**src/rtl/baud_tx_ctrl.sv**
```systemverilog
// Serial transmit frame sequencer: start bit, LSB-first data, stop bit(s).
// Gates an external baud divider and advances one bit per baud_tick.
module baud_tx_ctrl #(
  parameter int DATA_BITS = 8,
  parameter int STOP_BITS = 1
) (
  input  logic                 clk,
  input  logic                 rstn,
  input  logic                 tx_start,
  input  logic [DATA_BITS-1:0] tx_data,
  output logic                 tx_ready,
  output logic                 baud_ena,
  input  logic                 baud_tick,
  output logic                 tx,
  output logic                 tx_busy,
  output logic                 tx_done,
  output logic [1:0]           state_dbg
);

  localparam int CNT_W = (DATA_BITS > 1) ? $clog2(DATA_BITS) : 1;
  localparam logic [CNT_W-1:0] LAST_DATA = CNT_W'(DATA_BITS - 1);
  localparam logic             LAST_STOP = 1'(STOP_BITS - 1);

  typedef enum logic [1:0] {
    IDLE  = 2'd0,
    START = 2'd1,
    DATA  = 2'd2,
    STOP  = 2'd3
  } state_t;

  state_t               state, state_nxt;
  logic [DATA_BITS-1:0] shift_q, shift_nxt;
  logic [CNT_W-1:0]     bit_cnt, bit_cnt_nxt;
  logic                 stop_cnt, stop_cnt_nxt;
  logic                 tx_nxt, ena_nxt, ready_nxt, busy_nxt, done_nxt;

  assign state_dbg = state;

  // Handshake: a frame is accepted on any rising edge where tx_start=1 and
  // tx_ready=1; tx_data is captured on that same edge and never re-sampled.
  // tx_start while tx_ready=0 is dropped, not queued.
  always_comb begin
    state_nxt    = state;
    shift_nxt    = shift_q;
    bit_cnt_nxt  = bit_cnt;
    stop_cnt_nxt = stop_cnt;
    tx_nxt       = tx;
    ena_nxt      = baud_ena;
    ready_nxt    = tx_ready;
    busy_nxt     = tx_busy;
    done_nxt     = 1'b0;
    case (state)
      IDLE: begin
        if (tx_start) begin
          state_nxt = START;
          shift_nxt = tx_data;
          tx_nxt    = 1'b0;
          ena_nxt   = 1'b1;
          ready_nxt = 1'b0;
          busy_nxt  = 1'b1;
        end
      end
      START: begin
        if (baud_tick) begin
          state_nxt   = DATA;
          tx_nxt      = shift_q[0];
          shift_nxt   = shift_q >> 1;
          bit_cnt_nxt = '0;
        end
      end
      DATA: begin
        if (baud_tick) begin
          if (bit_cnt == LAST_DATA) begin
            state_nxt    = STOP;
            tx_nxt       = 1'b1;
            stop_cnt_nxt = 1'b0;
          end else begin
            bit_cnt_nxt = bit_cnt + 1'b1;
            tx_nxt      = shift_q[0];
            shift_nxt   = shift_q >> 1;
          end
        end
      end
      STOP: begin
        tx_nxt = 1'b1;
        if (baud_tick) begin
          if (stop_cnt == LAST_STOP) begin
            state_nxt = IDLE;
            ena_nxt   = 1'b0;
            ready_nxt = 1'b1;
            busy_nxt  = 1'b0;
            done_nxt  = 1'b1;
          end else begin
            stop_cnt_nxt = 1'b1;
          end
        end
      end
      default: state_nxt = IDLE;
    endcase
  end

  always_ff @(posedge clk or negedge rstn) begin
    if (!rstn) begin
      state    <= IDLE;
      shift_q  <= '0;
      bit_cnt  <= '0;
      stop_cnt <= 1'b0;
      tx       <= 1'b1;
      baud_ena <= 1'b0;
      tx_ready <= 1'b1;
      tx_busy  <= 1'b0;
      tx_done  <= 1'b0;
    end else begin
      state    <= state_nxt;
      shift_q  <= shift_nxt;
      bit_cnt  <= bit_cnt_nxt;
      stop_cnt <= stop_cnt_nxt;
      tx       <= tx_nxt;
      baud_ena <= ena_nxt;
      tx_ready <= ready_nxt;
      tx_busy  <= busy_nxt;
      tx_done  <= done_nxt;
    end
  end

endmodule
```
**config.mk**
```make
export PLATFORM = sky130hd
export DESIGN_NAME = baud_tx_ctrl
export DESIGN_NICKNAME = d
export VERILOG_FILES = /design/src/rtl/baud_tx_ctrl.sv
export SDC_FILE = /design/constraint.sdc
export NUM_CORES = 1
export LEC_CHECK = 0
export BUFFER_PORTS_ARGS = -buffer_cell sky130_fd_sc_hd__buf_4
export CAP_MARGIN = 15
export CELL_PAD_IN_SITES_DETAIL_PLACEMENT = 1
export CELL_PAD_IN_SITES_GLOBAL_PLACEMENT = 1
export CORE_UTILIZATION = 25
export DETAILED_ROUTE_END_ITERATION = 10
export PLACE_DENSITY = 0.55
export SYNTH_ARGS = -nofsm -noshare
export SYNTH_HDL_FRONTEND = slang
export SYNTH_SLANG_ARGS = --single-unit
```
**constraint.sdc**
```tcl
create_clock -name clk -period 3.85 [get_ports clk]
set_input_delay 0.1925 -clock clk [delete_from_list [all_inputs] [get_ports clk]]
set_output_delay 0.1925 -clock clk [all_outputs]
set_load 0.05 [all_outputs]
```
==> results of run 1 <==
## where the power goes
part,switching [mW],total (mW),internal [mW]
logic,0.363,0.693,0.330
registers,0.0537,0.326,0.272
clock network,0.0656,0.138,0.0720
## cells in the final DEF, fill, tap and decap left out, types with 3 or more instances in the layout
| cell type | instances |
|---|---|
| buf_4 | 18 |
| mux2_2 | 16 |
| dfrtp_1 | 15 |
| o21ai_0 | 8 |
| ha_1 | 8 |
| inv_1 | 3 |
| clkbuf_8 | 3 |
## timing repair
action / 4_1_cts / 5_1_grt
hold buffers: 1 / 0
hold endpoints to repair: 15 / 0
resized for setup: 0 / 0
## routing by layer
| layer | up-vias | global-route usage | wire, µm |
|---|---|---|---|
| met5 | - | 0 | 0 |
| met4 | 0 | 0.0417 | 23 |
| met3 | 2 | 0.0214 | 43 |
| met2 | 11 | 0.172 | 974 |
| met1 | 327 | 0.136 | 945 |
| li1 | 317 | - | - |
## sequential cells by signal, summed over array words and instances (netlist names)
name / cells
tx_ready: 1
tx: 1
state_dbg: 2
tx_busy: 1
shift_q: 8
bit_cnt: 3
tx_done: 1
## cell families after synthesis
group | after synthesis | share of synthesized area
simple gates | 9 | 0.0581
compound gates | 19 | 0.161
fa+ha+maj | 8 | 0.103
flops | 17 | 0.441
mux | 17 | 0.201
buf+inv | 7 | 0.0348
## final cells by class
cell class	instances	area (µm²)
clock inverters	1	5.00
flip-flops and latches	17	428
multi-input cells	53	508
inverters	4	15.0
repair buffers	19	145
clock buffers	3	41.3
well taps	48	60.1
fillers	431	2490
## worst min path at each step
| stage | startpoint | end | slack (ns) |
|---|---|---|---|
| detailed placement | rstn | tx_busy | 0.07 |
| floorplan | rstn | bit_cnt[0] | -0.10 |
| global route | tx_data[7] | shift_q[7] | 0.22 |
| finish | tx_data[7] | shift_q[7] | 0.22 |
| global placement | rstn | tx_busy | 0.08 |
| CTS | tx_data[7] | shift_q[7] | 0.22 |
## worst max-delay path: cells and delay by family, from the launching register on
kind	cells	cell delay (ns)
compound gates	1	0.31
flops	1	0.42
simple gates	1	0.09
mux	1	0.37
fa+ha+maj	1	0.43
buf+inv	1	0.12
==> reports/summary.txt, run 1 <==
run status - finished, final reports clean
port buffer count - 18
layout cells sized above 1 - 0.495
gr usage total - 0.106
Worst Setup Start Kind - flip-flop
Worst path slowest cell - ha_1
Initial Util - 0.263
post-synth top area share - 0.387
clock slew seen by the registers of the worst setup and hold paths - 0.07 ns
diodes inserted - 0
Yosys warnings - 0
fmax - 538 MHz
grt total ovfl - 0
clock root cell - clkbuf_8
Lkg Pwr - 0.543 nW
maximum VDD drop - 405 µV
RSZ-0062 raised after global routing - false
NumNets Final - 118
final hold slack - 0.223 ns
non-filler cells, final - 145
reg2reg path depth - 5
CTS Sinks - 17
maximum clock insertion buffer count - 2
Util after Layout - 0.326
Slew HR - 0.710
Critical R2R Capture - shift_q[6]
largest net degree at the start of global routing - 18
Die ar. - 4130 µm²
Placed Area - 1150 µm²
Layout area overhead - 24.0%
vias in the first global route - 690
Syn Inst Count - 77
Final Hold Fails - 0
Max stage delay on crit path - 0.43 ns
Setup CP Type - reg -> reg
DRT Pass-1 Iters - 2
post-route cell area - 1200 µm²
R2R Setup Slk - 1.99 ns
mapped cell area - 970 µm²
IO Pins - 19
DP Cell Count - 140
critical path peak fanout - 8
Final ANT Viol Nets - 0
Final Worst Setup Slack - 1.99 ns
worst r2r src - state_dbg[0]
most frequent cells after synthesis - mux2_2, dfrtp_1, ha_1, o21ai_0, inv_1
initial antenna violation count - 0
H-tree levels - 1
Post-Route WL - 1990 µm
final worst clock skew - 0.00155 ns
via count - 657
Seq/Total Area, Yosys - 0.441
GPL Wtd Cong - 0.707
Crit path arrival time - 2.00 ns
Mapped Avg Cell Area - 12.6 µm²
Final TNS setup - 0 ns
Tmin final - 1.86 ns
max-slew violations - 0
residual DRC count - 0
CP required - 4.00 ns
total of max-cap violations - 0
syn nets - 97
most common cell in the synthesized netlist - mux2_2
Post-Place Setup Slack - 1.99 ns
Synth Flop Type - dfrtp_1
core footprint - 3690 µm²
Post-DP HPWL - 1510 µm
Cell Rows - 22
Initial DRC Count - 2
final setup vio count - 0
crit path to - shift_q[6]
ys async rst share - 1.00
depth of the worst hold-timing path - 3
Pwr Density - 962 nW/µm²
top cells by area, synth - dfrtp_1, mux2_2, ha_1
Least-Margin Pin Slew - 0.435 ns
Worst-Skew Late Latency - 0.26 ns
worst path cell trace - inv_1 -> ha_1 -> nor2_4 -> o211ai_4 -> mux2_2
setup bufs post-CTS - 0
register bit total from synthesis - 17
area leader, netlist - dfrtp_1
Min-Delay Path Class - in -> reg
nature of the critical path endpoint - flip-flop
synth unique cells - 26
global-route wire length before repair - 3270 µm
via/cell ratio - 4.53
final total power - 1.16 mW
TritonCTS clock tree - done
Post-synth EDFFs - 0
chip width - 64.3 µm
Critical path origin - state_dbg[0]
average wire per standard cell - 13.7 µm
Die Y - 64.3 µm
total CTS buffers - 3
fin crit share - 0.483
Power figures use the tool's default switching activity.
==> run 2, diff against run 1 <==
==> constraint.sdc (replaced) <==
create_clock -name clk -period 1.76 [get_ports clk]
set_input_delay 0.088 -clock clk [delete_from_list [all_inputs] [get_ports clk]]
set_output_delay 0.088 -clock clk [all_outputs]
set_load 0.05 [all_outputs]
==> reports/summary.txt, run 2 (synthesis gave the netlist of run 1 again) <==
largest net degree at the start of global routing - 18 (unchanged)
Final TNS setup - 0 ns (unchanged)
fmax - 595 MHz (+11%)
Tmin final - 1.68 ns (-0.178 ns)
DRT Pass-1 Iters - 4 (+2)
Placed Area - 1160 µm² (+1.3%)
Worst Setup Start Kind - flip-flop
Largest delay share family, worst path - flip-flops
final worst clock skew - 0.00234 ns (+0.000792 ns)
WP buf/inv - 1 (unchanged)
commonest non-fill, non-tap cells in the layout - buf_4, mux2_2, dfrtp_1, o21ai_0, ha_1
Post-DP HPWL - 1460 µm (-3.6%)
Final Hold Fails - 0 (unchanged)
chip width - 64.3 µm (unchanged)
initial antenna violation count - 0 (unchanged)
CTS Sinks - 17 (unchanged)
NumNets Final - 119 (+0.85%)
Die ar. - 4130 µm² (unchanged)
Least-Margin Pin Slew - 0.370 ns (-0.0646 ns)
fin crit share - 0.955 (+0.472)
Layout area overhead - 25.9%
via/cell ratio - 4.49 (-0.99%)
critical path peak fanout - 4 (-4)
max-slew violations - 0 (unchanged)
Crit path arrival time - 1.82 ns (-0.18 ns)
Comb power frac - 0.612 (+0.013)
Min-Delay Path Class - in -> reg
residual DRC count - 0 (unchanged)
CP required - 1.90 ns (-2.10 ns)
Sequential Power Share - 0.276 (-0.006)
switch share - 0.411 (-0.00579)
Initial Util - 0.263 (unchanged)
maximum VDD drop - 746 µV (+84%)
setup bufs post-CTS - 0 (unchanged)
RSZ-0062 raised after global routing - true
post-route cell area - 1220 µm² (+1.6%)
gr usage total - 0.107 (+0.000870)
Setup CP Type - reg -> reg
TritonCTS clock tree - done
P_int - 1.52 mW (+130%)
total CTS buffers - 3 (unchanged)
via count - 655 (-0.30%)
total of max-cap violations - 0 (unchanged)
Largest Register - shift_q
vias in the first global route - 716 (+3.8%)
Max stage delay on crit path - 0.41 ns (-0.02 ns)
port buffer count - 18 (unchanged)
final total power - 2.58 mW (+120%)
Slew HR - 0.751 (+0.0405)
Pwr Density - 2120 nW/µm² (+120%)
fill count - 428 (-0.70%)
IO Pins - 19 (unchanged)
Die Y - 64.3 µm (unchanged)
Sw Pwr - 1.06 mW (+120%)
Final ANT Viol Nets - 0 (unchanged)
clock share of power - 0.112 (-0.007)
average wire per standard cell - 13.3 µm (-2.9%)
Cell Rows - 22 (unchanged)
Worst-Skew Late Latency - 0.25 ns (about the same)
final setup vio count - 0 (unchanged)
H-tree levels - 1 (unchanged)
Lkg Pwr - 0.539 nW (-0.70%)
max FFs per register - 8 (unchanged)
core footprint - 3690 µm² (unchanged)
Post-Route WL - 1940 µm (-2.3%)
layout cells sized above 1 - 0.561 (+0.0664)
clock root cell - clkbuf_8
most common cell after layout, fill and taps aside - buf_4
nature of the critical path endpoint - flip-flop
clock slew seen by the registers of the worst setup and hold paths - 0.07 ns (about the same)
run status - finished, final reports clean
global-route wire length before repair - 3400 µm (+4.0%)
GPL Wtd Cong - 0.744 (+5.2%)
maximum clock insertion buffer count - 2 (unchanged)
Initial DRC Count - 9 (+7)
diodes inserted - 0 (unchanged)
Worst path slowest cell - dfrtp_2
worst path cell trace - buf_4 -> ha_1 -> nor3_2 -> o221a_2 -> mux2_4
grt total ovfl - 0 (unchanged)
[run 2: changes by cell type in the layout (fill, tap and decap cells not counted), sizes merged]
| cell | before | now |
|---|---|---|
| clkbuf | 3 | 4 |
| clkinv | 1 | 0 |
| buf | 18 | 19 |
[run 2: layout make-up]
class	instances	area [µm²]	area share
multi-input combinational	53	518	0.424
sequential	17	430	0.352
timing repair buffer	20	153	0.125
tap	48	60.1	0.0492
clock buffer	4	45.0	0.0369
inverter	4	15.0	0.0123
[run 2: stage by stage]
stage | std cells | hold slack [ns] | util | worst slack (ns)
4_1_cts | 146 | 0.119 | 0.330 | 0.0339
3_5_place_dp | 141 | -0.0284 | 0.315 | -0.0412
6_report | 146 | 0.123 | 0.331 | 0.0792
5_1_grt | 146 | 0.136 | 0.331 | -0.0185
2_1_floorplan | 77 | -0.208 | - | 0.0356
3_3_place_gp | 141 | -0.0283 | 0.315 | 0.0176
[run 2: final timing paths]
check | startpoint | endpoint | slack, ns | depth (start not counted)
worst max-delay path | state_dbg[0] | state_dbg[1] | 0.08 | 5
worst min-delay path | tx_data[7] | shift_q[7] | 0.12 | 3
worst max register to register | state_dbg[0] | state_dbg[1] | 0.08 | 5
worst min register to register | shift_q[7] | shift_q[7] | 0.50 | 1
max in group asynchronous | rstn | tx | 1.26 | 2
min in group asynchronous | rstn | shift_q[3] | 0.24 | 2
[run 2: repair_timing]
action | in CTS | in global routing
gates resized for setup | 1 | 1
endpoints found under the hold margin | 17 | 0
gates cloned | 0 | 0
setup endpoints to repair | 7 | 8
pin swaps | 0 | 1
hold buffers | 1 | 0
[run 2: worst min-delay path, stage by stage]
cell       delay [ns]
buf_4            0.11
nand3b_1         0.07
o2bb2ai_1        0.07
[run 2: power by group through the flow]
stage / logic (mW) / registers (mW) / clock network (mW)
after floorplan: 1.05 / 0.921 / 0
after global placement: 1.55 / 0.711 / 0
after detailed placement: 1.58 / 0.720 / 0
after CTS: 1.59 / 0.714 / 0.308
after global routing: 1.71 / 0.741 / 0.320
final: 1.58 / 0.713 / 0.289
[run 2: metal layers]
| layer | up-vias | track usage | share of wire |
|---|---|---|---|
| li1 | 318 | - | - |
| met5 | - | 0 | 0 |
| met2 | 12 | 0.168 | 0.48 |
| met3 | 0 | 0.0321 | 0.031 |
| met4 | 0 | 0.0167 | 0 |
| met1 | 325 | 0.145 | 0.49 |
